===== src/rtl/fp32_pkg.sv =====
// Shared FP32 constants and the sequencer state encoding.
// Imported by the divider sequencer and its divider core.
package fp32_pkg;
  localparam logic [31:0] FP32_QNAN = 32'h7FC00000;
  localparam logic [31:0] FP32_ONE  = 32'h3F800000;
  localparam logic [31:0] FP32_PINF = 32'h7F800000;

  typedef logic [1:0] state_t;
  localparam state_t IDLE = 2'd0;
  localparam state_t CLR  = 2'd1;
  localparam state_t RUN  = 2'd2;
  localparam state_t DONE = 2'd3;
endpackage


===== src/rtl/divide_f32.sv =====
// Iterative FP32 divider: one quotient bit per cycle, round to nearest.
// Restarts on rst; rdy stays high with quo until the next rst.
module divide_f32
  import fp32_pkg::*;
(
  input  logic        clk,
  input  logic        rst,
  input  logic [31:0] num,
  input  logic [31:0] den,
  output logic        rdy,
  output logic [31:0] quo
);
  logic               started;
  logic               busy;
  logic [4:0]         step;
  logic [24:0]        rem;
  logic [23:0]        dm;
  logic [25:0]        q;
  logic               sgn;
  logic signed [9:0]  ex;

  logic a_z, b_z, a_i, b_i, a_n, b_n, s_in;
  logic        spec;
  logic [31:0] sq;
  logic [23:0] mant;
  logic        g, st;
  logic signed [9:0] e;
  logic [24:0] rnd;
  logic [31:0] res;

  assign a_z  = num[30:23] == 8'h00;
  assign b_z  = den[30:23] == 8'h00;
  assign a_i  = (&num[30:23]) && !(|num[22:0]);
  assign b_i  = (&den[30:23]) && !(|den[22:0]);
  assign a_n  = (&num[30:23]) && (|num[22:0]);
  assign b_n  = (&den[30:23]) && (|den[22:0]);
  assign s_in = num[31] ^ den[31];

  // special operands resolve without iterating
  always_comb begin
    spec = 1'b1;
    sq   = 32'h0;
    if (a_n || b_n || (a_z && b_z) || (a_i && b_i))
      sq = FP32_QNAN;
    else if (a_i || b_z)
      sq = {s_in, FP32_PINF[30:0]};
    else if (a_z || b_i)
      sq = {s_in, 31'h0};
    else
      spec = 1'b0;
  end

  // normalise, round to nearest even, range check
  always_comb begin
    e    = ex;
    mant = q[25:2];
    g    = q[1];
    st   = q[0] | (|rem);
    if (!q[25]) begin
      mant = q[24:1];
      g    = q[0];
      st   = |rem;
      e    = ex - 10'sd1;
    end
    rnd = {1'b0, mant} + {24'h0, g & (st | mant[0])};
    if (rnd[24]) e = e + 10'sd1;
    if (e > 10'sd254)
      res = {sgn, FP32_PINF[30:0]};
    else if (e < 10'sd1)
      res = {sgn, 31'h0};
    else
      res = {sgn, e[7:0], rnd[22:0]};
  end

  // setup, restoring mantissa division, final result capture
  always_ff @(posedge clk) begin
    if (rst) begin
      started <= 1'b0;
      busy    <= 1'b0;
      rdy     <= 1'b0;
      quo     <= 32'h0;
      step    <= 5'd0;
      rem     <= 25'h0;
      dm      <= 24'h0;
      q       <= 26'h0;
      sgn     <= 1'b0;
      ex      <= 10'sd0;
    end else if (!started) begin
      started <= 1'b1;
      sgn     <= s_in;
      ex      <= $signed({2'b00, num[30:23]})
               - $signed({2'b00, den[30:23]}) + 10'sd127;
      rem     <= {2'b01, num[22:0]};
      dm      <= {1'b1, den[22:0]};
      q       <= 26'h0;
      step    <= 5'd0;
      if (spec) begin
        rdy <= 1'b1;
        quo <= sq;
      end else begin
        busy <= 1'b1;
      end
    end else if (busy) begin
      if (step == 5'd26) begin
        busy <= 1'b0;
        rdy  <= 1'b1;
        quo  <= res;
      end else begin
        if (rem >= {1'b0, dm}) begin
          rem <= (rem - {1'b0, dm}) << 1;
          q   <= {q[24:0], 1'b1};
        end else begin
          rem <= rem << 1;
          q   <= {q[24:0], 1'b0};
        end
        step <= step + 5'd1;
      end
    end
  end
endmodule


===== src/rtl/divide_f32_seq.sv =====
// Issue/collect sequencer around divide_f32, one op in flight.
// DIV_TIMEOUT_EN: bound RUN to MAX_CYCLES and return qNaN with out_err.
module divide_f32_seq
  import fp32_pkg::*;
#(
  parameter int MAX_CYCLES = 32,
  parameter int CNT_W      = 6,
  parameter int TAG_W      = 4
) (
  input  logic             clk,
  input  logic             rst,
  input  logic             in_valid,
  output logic             in_ready,
  input  logic [31:0]      in_num,
  input  logic [31:0]      in_den,
  input  logic [TAG_W-1:0] in_tag,
  output logic             out_valid,
  input  logic             out_ready,
  output logic [31:0]      out_quo,
  output logic [TAG_W-1:0] out_tag,
  output logic [CNT_W-1:0] out_cycles,
  output logic             out_err
);
`ifdef DIV_TIMEOUT_EN
  localparam bit TMO_EN = 1'b1;
`else
  localparam bit TMO_EN = 1'b0;
`endif
  localparam logic [CNT_W-1:0] LIM = CNT_W'(MAX_CYCLES - 1);

  state_t           state;
  logic [31:0]      num_q, den_q;
  logic [TAG_W-1:0] tag_q;
  logic [CNT_W-1:0] cnt;
  logic             div_rst, div_rdy, tmo;
  logic [31:0]      div_quo;

  assign div_rst  = rst | (state == CLR);
  assign in_ready = !rst && (state == IDLE);
  assign tmo      = TMO_EN && (cnt == LIM) && !div_rdy;

  divide_f32 u_div (
    .clk (clk),
    .rst (div_rst),
    .num (num_q),
    .den (den_q),
    .rdy (div_rdy),
    .quo (div_quo)
  );

  // issue/run/collect FSM with cycle counter and result registers
  always_ff @(posedge clk) begin
    if (rst) begin
      state      <= IDLE;
      out_valid  <= 1'b0;
      out_quo    <= 32'h0;
      out_tag    <= '0;
      out_cycles <= '0;
      out_err    <= 1'b0;
      num_q      <= 32'h0;
      den_q      <= 32'h0;
      tag_q      <= '0;
      cnt        <= '0;
    end else begin
      unique case (state)
        IDLE: if (in_valid) begin
          num_q <= in_num;
          den_q <= in_den;
          tag_q <= in_tag;
          state <= CLR;
        end
        CLR: begin
          cnt   <= '0;
          state <= RUN;
        end
        RUN: begin
          if (cnt != '1) cnt <= cnt + 1'b1;
          if (div_rdy) begin
            out_quo    <= div_quo;
            out_cycles <= cnt;
            out_tag    <= tag_q;
            out_valid  <= 1'b1;
            state      <= DONE;
          end else if (tmo) begin
            out_quo    <= FP32_QNAN;
            out_err    <= 1'b1;
            out_cycles <= LIM;
            out_tag    <= tag_q;
            out_valid  <= 1'b1;
            state      <= DONE;
          end
        end
        DONE: if (out_ready) begin
          out_valid <= 1'b0;
          out_err   <= 1'b0;
          state     <= IDLE;
        end
        default: state <= IDLE;
      endcase
    end
  end
endmodule


===== config.mk =====
export PLATFORM = sky130hd
export DESIGN_NAME = divide_f32_seq
export DESIGN_NICKNAME = d
export VERILOG_FILES = /design/src/rtl/fp32_pkg.sv /design/src/rtl/divide_f32.sv /design/src/rtl/divide_f32_seq.sv
export SDC_FILE = /design/constraint.sdc
export NUM_CORES = 1
export LEC_CHECK = 0
export BUFFER_PORTS_ARGS = -buffer_cell sky130_fd_sc_hd__clkbuf_2
export CAP_MARGIN = 20
export CORE_MARGIN = 5
export CORE_UTILIZATION = 50
export DETAILED_ROUTE_END_ITERATION = 6
export PLACE_DENSITY_LB_ADDON = 0.08
export SKIP_LAST_GASP = 1
export SYNTH_ARGS = -nofsm -noshare
export SYNTH_HDL_FRONTEND = slang
export SYNTH_HIERARCHICAL = 1
export SYNTH_SLANG_ARGS = --single-unit

===== constraint.sdc =====
create_clock -name clk -period 4.5 [get_ports clk]
set_input_delay 0.9 -clock clk [delete_from_list [all_inputs] [get_ports clk]]
set_output_delay 0.9 -clock clk [all_outputs]
set_load 0.1 [all_outputs]

==> impl_results.rst <==
.. list-table::
   :header-rows: 1

   * - Metric
     - Value
   * - Number of distinct library cells after synthesis
     - 94
   * - Net total in the final layout
     - 1856
   * - Count of final max-slew check failures
     - 0
   * - Buffers on Ports
     - 115
   * - Post-layout power
     - 9.67 mW
   * - Synth Cell Area
     - 13000 sq um
   * - Via/cell ratio
     - 5.51
   * - Average wire per cell in the routed design
     - 15.7 microns
   * - Layout cell share with drive strength beyond 1
     - 13.3%
   * - Worst max-slew margin expressed relative to the limit
     - 33.9%
   * - Post-route ant nets
     - 0
   * - Post-cts sizing count
     - 0
   * - Number of buffers on the longest clock path
     - 3
   * - Most used flip-flop cell after synthesis
     - sky130_fd_sc_hd__dfxtp_1
   * - Total detailed-routing wirelength
     - 32.8 mm
   * - Die span in y
     - 171 microns
   * - Reported leakage power
     - 5.50 nW
   * - Half-perimeter wire length after placement
     - 23.7 mm
   * - Leading post-synthesis cells by instance count
     - sky130_fd_sc_hd__nand2_1, sky130_fd_sc_hd__dfxtp_1, sky130_fd_sc_hd__a21oi_1
   * - Kind of critical path
     - reg -> reg
   * - Total of hold buffers inserted after clock tree synthesis
     - 0
   * - Data arrival time of the critical path
     - 4.36 ns
   * - Post-synth top area cell
     - sky130_fd_sc_hd__dfxtp_1
   * - H-tree lvl count
     - 1
   * - Sequential area share after synthesis
     - 37.8%
   * - Met2 layer wire length in the routed design
     - 15.1 mm
   * - Number of antenna violations at the first check in global routing
     - 0
   * - Routability congestion estimate from global placement
     - 0.890
   * - Count leader, synth
     - sky130_fd_sc_hd__nand2_1
   * - Met3 wire length
     - 1.51 mm
   * - Vias
     - 11500
   * - Detailed-router iteration count before antenna repair
     - 5
   * - Number of maximum-capacitance violations
     - 0
   * - Number of failing setup endpoints in the final timing report
     - 0
   * - Slew at the pin closest to its max-slew limit
     - 0.991 ns
   * - Area fraction of the dominant cell type after synthesis
     - 37.8%
   * - N_diodes
     - 0
   * - Final critical path time including I/O delays and setup
     - 3.92 ns
   * - Top achievable clock speed
     - 255 MHz
   * - Via count of the first global-routing pass
     - 10800
   * - Area contributors post-synth
     - sky130_fd_sc_hd__dfxtp_1, sky130_fd_sc_hd__nand2_1, sky130_fd_sc_hd__a21oi_1, sky130_fd_sc_hd__ha_1, sky130_fd_sc_hd__nor2_1
   * - Clock slew at the register clock pins of the worst setup and hold paths
     - 0.06 ns
   * - Clock tree from TritonCTS
     - built
   * - Topmost layer with routed signal wires
     - met4
   * - Run status
     - finished clean
   * - Die ar.
     - 29300 sq um
   * - # fillers
     - 2564
   * - Number of flops mapped to enable cells by yosys
     - 0
   * - Number of hold-slack violations in the final timing report
     - 0
   * - GRT Residual Overflow
     - 0
   * - Required time reported for the critical path endpoint
     - 4.94 ns
   * - Post-route setup TNS
     - 0 ns
   * - Floorplan Core Area
     - 25800 sq um
   * - Share of flip-flops with an asynchronous set or reset
     - 0%
   * - Flip-flop and latch count after synthesis
     - 245
   * - Setup repair bufs after CTS
     - 0
   * - Met1 wire length
     - 15.2 mm
   * - Power Dens Cells
     - 668 nW/um^2
   * - Horizontal die dimension
     - 171 microns
   * - Global-route wire length before repair
     - 53.8 mm
   * - Synthesized netlist cell count
     - 1676
   * - Root Buffer Master
     - sky130_fd_sc_hd__clkbuf_16
   * - Area growth syn-to-layout
     - 11.6%
   * - Synthesized Nets
     - 1794
   * - Tightest Hold Check Type
     - reg -> reg
   * - Unrepaired setup endpoints after global routing
     - false
   * - Number of buffers created by CTS
     - 26
   * - Initial detailed-routing violation count
     - 802
   * - Worst setup skew after layout
     - 0.0156 ns
   * - Maximum number of pins on one net before global-route repair
     - 66
   * - Worst IR Drop VDD
     - 474 uV
   * - Period Utilization, post-route
     - 87.1%
   * - Yosys warnings
     - 6
   * - Clock latency on the worst-skew pair
     - 0.54 ns
   * - Average cell area after synthesis
     - 7.75 sq um
   * - Critical path launch point type
     - flip-flop
   * - Critical path capture point type
     - flip-flop
   * - Initial core utilization
     - 50.2%
   * - I/O pins
     - 117
   * - Floorplan row count
     - 59
   * - Final routed DRC violation total
     - 0
   * - GRT Total Usage
     - 21.9%
   * - CTS Sinks
     - 245
   * - Crit path max fanout
     - 22
-- path summary, 6_finish.rpt --
| path | start | endpoint | slack [ns] | depth (start not counted) |
|---|---|---|---|---|
| hold reg to reg | u_div/quo[16] | u_div/quo[16] | 0.44 | 2 |
| setup reg to reg | u_div/q[25] | u_div/quo[19] | 0.58 | 12 |
| setup / recovery | u_div/q[25] | u_div/quo[19] | 0.58 | 12 |
| hold / removal | u_div/quo[16] | u_div/quo[16] | 0.44 | 2 |
-- worst max-delay path: stages (launching register included) --
cell                       delay [ns]
sky130_fd_sc_hd__dfxtp_2         0.41
sky130_fd_sc_hd__nand2b_1        0.20
sky130_fd_sc_hd__a21boi_0        0.20
sky130_fd_sc_hd__ha_1            0.21
sky130_fd_sc_hd__nand2_1         0.11
sky130_fd_sc_hd__nor4_4          0.36
sky130_fd_sc_hd__nand4_2         0.33
sky130_fd_sc_hd__a2111o_1        0.46
sky130_fd_sc_hd__o21ai_1         0.14
sky130_fd_sc_hd__o211ai_1        0.15
sky130_fd_sc_hd__a31oi_4         0.29
sky130_fd_sc_hd__nand4_2         0.56
sky130_fd_sc_hd__o31ai_4         0.41
-- kinds of logic after synthesis --
family / synth area share [%]
AOI/OAI and AO/OA: 20.9
xor gates and xnor gates: 3.77
adders and majority gates: 4.55
buffers and inverters: 5.64
DFF: 37.8
muxes: 2.84
other: 0.0289
and+or+nand+nor: 24.4
-- cell usage in the layout (no fill, tap or decap), types with 8 or more instances in the layout --
master / netlist / layout
sky130_fd_sc_hd__a211oi_1: 25 / 25
sky130_fd_sc_hd__a21boi_0: 8 / 8
sky130_fd_sc_hd__a21o_1: 16 / 16
sky130_fd_sc_hd__a21oi_1: 192 / 192
sky130_fd_sc_hd__a311oi_1: 8 / 8
sky130_fd_sc_hd__a31o_2: 8 / 8
sky130_fd_sc_hd__a31oi_1: 14 / 14
sky130_fd_sc_hd__and2_1: 12 / 10
sky130_fd_sc_hd__and3_1: 13 / 13
sky130_fd_sc_hd__buf_4: 7 / 24
sky130_fd_sc_hd__clkbuf_16: 0 / 27
sky130_fd_sc_hd__clkbuf_2: 1 / 114
sky130_fd_sc_hd__dfxtp_1: 245 / 243
sky130_fd_sc_hd__ha_1: 44 / 44
sky130_fd_sc_hd__inv_1: 60 / 60
sky130_fd_sc_hd__mux2i_1: 32 / 32
sky130_fd_sc_hd__nand2_1: 390 / 389
sky130_fd_sc_hd__nand2b_1: 17 / 17
sky130_fd_sc_hd__nand3_1: 31 / 31
sky130_fd_sc_hd__nand4_1: 17 / 17
sky130_fd_sc_hd__nor2_1: 123 / 123
sky130_fd_sc_hd__nor2b_1: 10 / 10
sky130_fd_sc_hd__nor3_1: 22 / 22
sky130_fd_sc_hd__nor4_1: 26 / 26
sky130_fd_sc_hd__o211ai_1: 8 / 8
sky130_fd_sc_hd__o21a_1: 11 / 11
sky130_fd_sc_hd__o21ai_0: 32 / 32
sky130_fd_sc_hd__o21ai_1: 22 / 22
sky130_fd_sc_hd__o31ai_1: 8 / 8
sky130_fd_sc_hd__or2_2: 9 / 9
sky130_fd_sc_hd__or3_1: 8 / 8
sky130_fd_sc_hd__xnor2_1: 27 / 27
sky130_fd_sc_hd__xor2_1: 27 / 27
-- routing by layer --
metal / GRT usage (%) / up-vias
met1: 29.1 / 5270
met4: 6.72 / 0
met3: 2.52 / 64
li1: - / 5947
met2: 37.3 / 246
met5: 0 / -
-- cell type report --
type	count	area [sq um]	area share, %
Multi-Input combinational cell	1265	7350	50.7
Timing Repair Buffer	138	751	5.18
Clock inverter	10	61.3	0.423
Inverter	62	233	1.61
Clock buffer	36	769	5.31
Sequential cell	245	4910	33.9
Tap cell	335	419	2.89
-- power by group --
part	internal (mW)	switching (mW)
Clock	1.19	0.881
Sequential	2.47	0.315
Combinational	1.82	2.99
-- sequential cells by signal (all words and copies together) (netlist names), 2 cells and up --
| register | flops |
|---|---|
| cnt | 6 |
| den_q | 32 |
| num_q | 32 |
| out_cycles | 6 |
| out_quo | 32 |
| out_tag | 4 |
| state | 2 |
| tag_q | 4 |
| u_div/dm | 24 |
| u_div/ex | 10 |
| u_div/q | 26 |
| u_div/quo | 32 |
| u_div/rem | 25 |
| u_div/step | 5 |
-- through the flow --
stage | hold WS [ns] | utilization (%) | setup slack, ns | cells | area, sq um
2_1_floorplan | 0.425 | - | 0.215 | 1676 | 13000
3_3_place_gp | 0.438 | 52.9 | 0.684 | 2045 | 13700
3_5_place_dp | 0.439 | 52.9 | 0.580 | 2045 | 13700
4_1_cts | 0.449 | 56.1 | 0.564 | 2091 | 14500
5_1_grt | 0.463 | 56.1 | 0.186 | 2091 | 14500
6_report | 0.444 | 56.1 | 0.581 | 2091 | 14500
Power figures use the tool's default switching activity.
